### config.mk
export PLATFORM = sky130hd
export DESIGN_NAME = apb_master_arb
export DESIGN_NICKNAME = d
export VERILOG_FILES = /design/src/rtl/apb_master_arb.sv
export SDC_FILE = /design/constraint.sdc
export NUM_CORES = 1
export LEC_CHECK = 0
export ABC_AREA = 0
export CORE_UTILIZATION = 39
export CTS_BUF_LIST = sky130_fd_sc_hd__clkbuf_4 sky130_fd_sc_hd__clkbuf_8 sky130_fd_sc_hd__clkbuf_16
export DETAILED_ROUTE_END_ITERATION = 7
export PLACE_DENSITY = 0.83
export SLEW_MARGIN = 25
export SYNTH_ARGS = -nofsm -noshare
export SYNTH_HDL_FRONTEND = slang
export SYNTH_SLANG_ARGS = --single-unit
### constraint.sdc
create_clock -name clk -period 4.55 [get_ports clk]
set_input_delay 0.91 -clock clk [delete_from_list [all_inputs] [get_ports clk]]
set_output_delay 0.91 -clock clk [all_outputs]
set_load 0.05 [all_outputs]
### src/rtl/apb_master_arb.sv
// apb_master_arb: two-requester round-robin APB master with a wait-state timeout.
module apb_master_arb #(
  parameter int unsigned ADDRESS_SIZE = 32,
  parameter int unsigned DATA_SIZE    = 32,
  parameter int unsigned TIMEOUT      = 16
) (
  input  logic                      clk,
  input  logic                      rst,
  input  logic [1:0]                req,
  input  logic [1:0]                req_write,
  input  logic [2*ADDRESS_SIZE-1:0] req_addr,
  input  logic [2*DATA_SIZE-1:0]    req_wdata,
  output logic [1:0]                done,
  output logic [DATA_SIZE-1:0]      rdata,
  output logic                      err,
  output logic                      busy,
  output logic                      psel,
  output logic                      penable,
  output logic                      pwrite,
  output logic [ADDRESS_SIZE-1:0]   paddr,
  output logic [DATA_SIZE-1:0]      pwdata,
  input  logic                      pready,
  input  logic                      pslverr,
  input  logic [DATA_SIZE-1:0]      prdata
);

  localparam int unsigned   CW  = (TIMEOUT == 0) ? 1 : $clog2(TIMEOUT + 1);
  localparam logic [CW-1:0] TMO = CW'(TIMEOUT);

  typedef enum logic [1:0] {
    IDLE,
    SETUP,
    ACCESS
  } state_t;

  state_t                  state_q, state_d;
  logic                    psel_q, psel_d;
  logic                    penable_q, penable_d;
  logic                    pwrite_q, pwrite_d;
  logic [ADDRESS_SIZE-1:0] paddr_q, paddr_d;
  logic [DATA_SIZE-1:0]    pwdata_q, pwdata_d;
  logic [DATA_SIZE-1:0]    rdata_q, rdata_d;
  logic [1:0]              done_q, done_d;
  logic                    err_q, err_d;
  logic                    winner_q, winner_d;
  logic                    last_grant_q, last_grant_d;
  logic [CW-1:0]           tcnt_q, tcnt_d;

  logic [1:0]              eligible;
  logic                    grant_idx;
  logic [1:0]              winner_onehot;
  logic [CW-1:0]           tcnt_inc;

  // State and registered outputs.
  always_ff @(posedge clk or posedge rst) begin
    if (rst) begin
      state_q      <= IDLE;
      psel_q       <= 1'b0;
      penable_q    <= 1'b0;
      pwrite_q     <= 1'b0;
      paddr_q      <= '0;
      pwdata_q     <= '0;
      rdata_q      <= '0;
      done_q       <= '0;
      err_q        <= 1'b0;
      winner_q     <= 1'b0;
      last_grant_q <= 1'b1;
      tcnt_q       <= '0;
    end else begin
      state_q      <= state_d;
      psel_q       <= psel_d;
      penable_q    <= penable_d;
      pwrite_q     <= pwrite_d;
      paddr_q      <= paddr_d;
      pwdata_q     <= pwdata_d;
      rdata_q      <= rdata_d;
      done_q       <= done_d;
      err_q        <= err_d;
      winner_q     <= winner_d;
      last_grant_q <= last_grant_d;
      tcnt_q       <= tcnt_d;
    end
  end

  // Arbitration, FSM next state and next registered outputs.
  always_comb begin
    state_d      = state_q;
    psel_d       = psel_q;
    penable_d    = penable_q;
    pwrite_d     = pwrite_q;
    paddr_d      = paddr_q;
    pwdata_d     = pwdata_q;
    rdata_d      = rdata_q;
    done_d       = '0;
    err_d        = 1'b0;
    winner_d     = winner_q;
    last_grant_d = last_grant_q;
    tcnt_d       = tcnt_q;

    // A requester just completed is masked so a still-high req is not re-granted.
    eligible      = req & ~done_q;
    grant_idx     = (eligible == 2'b11) ? ~last_grant_q : eligible[1];
    winner_onehot = winner_q ? 2'b10 : 2'b01;
    tcnt_inc      = (tcnt_q == '1) ? tcnt_q : tcnt_q + CW'(1);

    case (state_q)
      IDLE: begin
        if (eligible != 2'b00) begin
          state_d      = SETUP;
          psel_d       = 1'b1;
          penable_d    = 1'b0;
          winner_d     = grant_idx;
          last_grant_d = grant_idx;
          tcnt_d       = '0;
          pwrite_d     = req_write[grant_idx];
          paddr_d      = grant_idx ? req_addr[ADDRESS_SIZE +: ADDRESS_SIZE]
                                   : req_addr[0 +: ADDRESS_SIZE];
          pwdata_d     = grant_idx ? req_wdata[DATA_SIZE +: DATA_SIZE]
                                   : req_wdata[0 +: DATA_SIZE];
        end
      end
      SETUP: begin
        state_d   = ACCESS;
        penable_d = 1'b1;
      end
      ACCESS: begin
        if (pready) begin
          state_d   = IDLE;
          psel_d    = 1'b0;
          penable_d = 1'b0;
          done_d    = winner_onehot;
          err_d     = pslverr;
          if (!pwrite_q) begin
            rdata_d = prdata;
          end
        end else begin
          tcnt_d = tcnt_inc;
          if ((TIMEOUT != 0) && (tcnt_inc == TMO)) begin
            state_d   = IDLE;
            psel_d    = 1'b0;
            penable_d = 1'b0;
            done_d    = winner_onehot;
            err_d     = 1'b1;
          end
        end
      end
      default: begin
        state_d   = IDLE;
        psel_d    = 1'b0;
        penable_d = 1'b0;
      end
    endcase
  end

  assign psel    = psel_q;
  assign busy    = psel_q;
  assign penable = penable_q;
  assign pwrite  = pwrite_q;
  assign paddr   = paddr_q;
  assign pwdata  = pwdata_q;
  assign rdata   = rdata_q;
  assign done    = done_q;
  assign err     = err_q;

endmodule

==> impl_metrics.toml <==
[timing]
maxSlewHeadroom_pct = 40.33
fin_skew_ps = 5.037
finalSetupViolations = 0
tightest_slew_ps = 895.1
whs_ps = 477.8
post-route-min-period_ps = 2936
finalHoldViolCount = 0
fin_crit_sh_pct = 64.53
max_freq_mhz = 340.6
setup_tns_ps = 0
rsz0062_at_grt = "no"
drv_slew = 0

[synthesis]
synth_nets = 585
synth.avg_cell_area_um2 = 11.59
seq_area_frac_synth_pct = 57.14
yosys_warnings = 0
synthDistinctLibCells = 32
postSynthCellCount = 416
synth_area_mm2 = 0.004820
ys.flop_type = "dfrtp_1"
synthArstFlopShare_pct = 100.0
ys_ff_latch = 110
synth-edff-count = 0

[floorplanning]
core_mm2 = 0.01201
die_w_um = 113.2
dieArea_mm2 = 0.01281
io_pins = 271
die_height_um = 113.2
start_util_pct = 40.12
rows = 40

[setup_path]
cp_max_fo = 45
required_ps = 4750
crit_path_cell_trace = "clkdlybuf4s50_1, nor2b_1, a21bo_4, buf_12, mux2i_1, o21ai_0"
cp.arrival_ps = 3140
critical_path.endpoint_type = "flop"
slowest_delay_ps = 750
slowest_stage = "a21bo_4"
cp-start-kind = "input pin"
critPathKind = "in2reg"

[layout]
layout.nets = 844
layout-drive-gt1-share_pct = 9.118
fillCellCount = 924
area_growth_pct = 64.51
n_antenna_cell = 0

[route]
drt_iter0_markers = 165
first_pass_iters = 4
wire_per_inst_um = 16.08
num_vias = 4038
drc = 0
drtAntennaViolNets = 0
totalWireLength_um = 13300
drt-vias-per-instance = 4.883

[clock_tree]
cts_inserted_buffers = 9
cts_hold_buf = 0
clkSlewWorstSetupHoldPaths_ps = 70
htree_levels = 3
insertion_delay_ps = 340
cts_tree = "yes"
cts_setup_buffers = 0
cts.sinks = 110
root_buffer = "clkbuf_16"
cts_resized = 0
clock_path_buffers = 2

[global_routing]
grt_overflow = 0
grt_pass1_vias = 4110
antenna_found_initial = 0
grt_pass1_wl_um = 20250
grt_max_degree = 91
grt_usage_pct = 20.50

[run]
max_cap_viol_count = 0

[status]
outcome = "completed"

[power_and_ir_drop]
irDropWorstVdd_uv = 371.2
pwr_density_cell_mw_per_mm2 = 765.5
power_leakage_uw = 0.003487

[worst_hold_path]
hold_path.class = "reg2reg"

[placed_design]
dp_hpwl_um = 10130
io_buffers = 270
finalWeightedCongestion = 0.7612
cells in the final DEF, fill, tap and decap left out, drive strengths merged, types with 2 or more instances in the layout:
master         count
mux2i             67
nor3b              2
inv                5
buf                6
clkbuf            11
clkdlybuf4s50    270
mux2              32
dfrtp            109
o21ai             72
nand3              4
a21oi              4
nor2b              3
nand4              2
clkinv             3
nor2               2
nand2             75
area by class of cell:
class                           instances  area, um^2  share of cell area [%]
Clock buffer                           11       240.2                   3.030
Clock inverter                          5       57.56                  0.7259
Inverter                                4       20.02                  0.2525
Multi-Input combinational cell        274        1913                   24.13
Sequential cell                       110        2754                   34.73
Tap cell                              147       183.9                   2.320
Timing Repair Buffer                  276        2760                   34.81
final timing paths:
kind / startpoint / slack, ps / end / cells past startpoint
worst max-delay path: req[0] / 1610 / pwdata[9] / 6
worst min-delay path: pwdata[14] / 480 / pwdata[14] / 2
worst max register to register: done[0] / 2290 / pwdata[9] / 5
worst min register to register: pwdata[14] / 480 / pwdata[14] / 2
max in group asynchronous: rst / 2720 / paddr[17] / 3
min in group asynchronous: rst / 1070 / pwdata[0] / 2
per-layer routing:
metal | share of wire, % | vias to the layer above | routed length [um] | GRT usage, %
met2 | 50 | 195 | 6637 | 36.65
met1 | 40 | 1854 | 5255 | 22.52
met5 | 0 | - | 0 | 0
li1 | - | 1966 | - | -
met3 | 7.9 | 23 | 1050 | 5.570
met4 | 2.6 | 0 | 352 | 9.825
power by group:
group / leakage [uW] / total [uW] / switching [uW] / internal, uW
clock: 0.000151 / 787 / 346 / 441
combinational: 0.00199 / 3560 / 2320 / 1240
sequential: 0.00135 / 1720 / 275 / 1450
total: 0.00349 / 6070 / 2940 / 3130
Yosys cell counts (3+ instances only):
library cell	number	area (um^2)
a21oi_1	3	15.01
buf_2	13	65.06
buf_4	5	37.54
clkbuf_1	6	22.52
dfrtp_1	109	2728
inv_1	4	15.01
mux2_2	30	337.8
mux2i_1	67	670.6
nand2_1	75	281.5
nand3_1	4	20.02
nor2b_1	3	18.77
o21ai_0	63	315.3
o21ai_1	9	45.04
sequential cells by signal, indices dropped and copies added, names as in the netlist:
register and cells:
last_grant_q 1, winner_q 1, busy 1, pwdata 32, done 2, tcnt_q 5
err 1, state_q 2, rdata 32, paddr 32, pwrite 1
metrics by stage:
stage / utilization (%) / instance area [um^2] / cells / setup WS, ps / total power (uW)
CTS: 65.99 / 7926 / 827 / 1616 / 6117
floorplan: - / 4820 / 416 / 739.4 / 4050
global placement: 63.51 / 7629 / 811 / 1380 / 5232
detailed placement: 63.51 / 7629 / 811 / 1247 / 5320
finish: 66.01 / 7929 / 827 / 1614 / 6069
global route: 66.01 / 7929 / 827 / 1516 / 6368
cell families after synthesis:
kind of cell | share of synthesized area, %
AND/OR/NAND/NOR | 8.333
AO/OA/AOI/OAI | 9.346
buffers and inverters | 3.531
adder cells (fa/ha/maj) | 0.2596
multiplexers | 21.39
flip-flops | 57.14
worst max-delay path, delay by kind of cell:
| kind | cells | cell delay (ps) |
|---|---|---|
| AO/OA/AOI/OAI | 2 | 850 |
| buffers and inverters | 2 | 760 |
| multiplexers | 1 | 220 |
| AND/OR/NAND/NOR | 1 | 320 |
(Power assumes the default switching activity.)
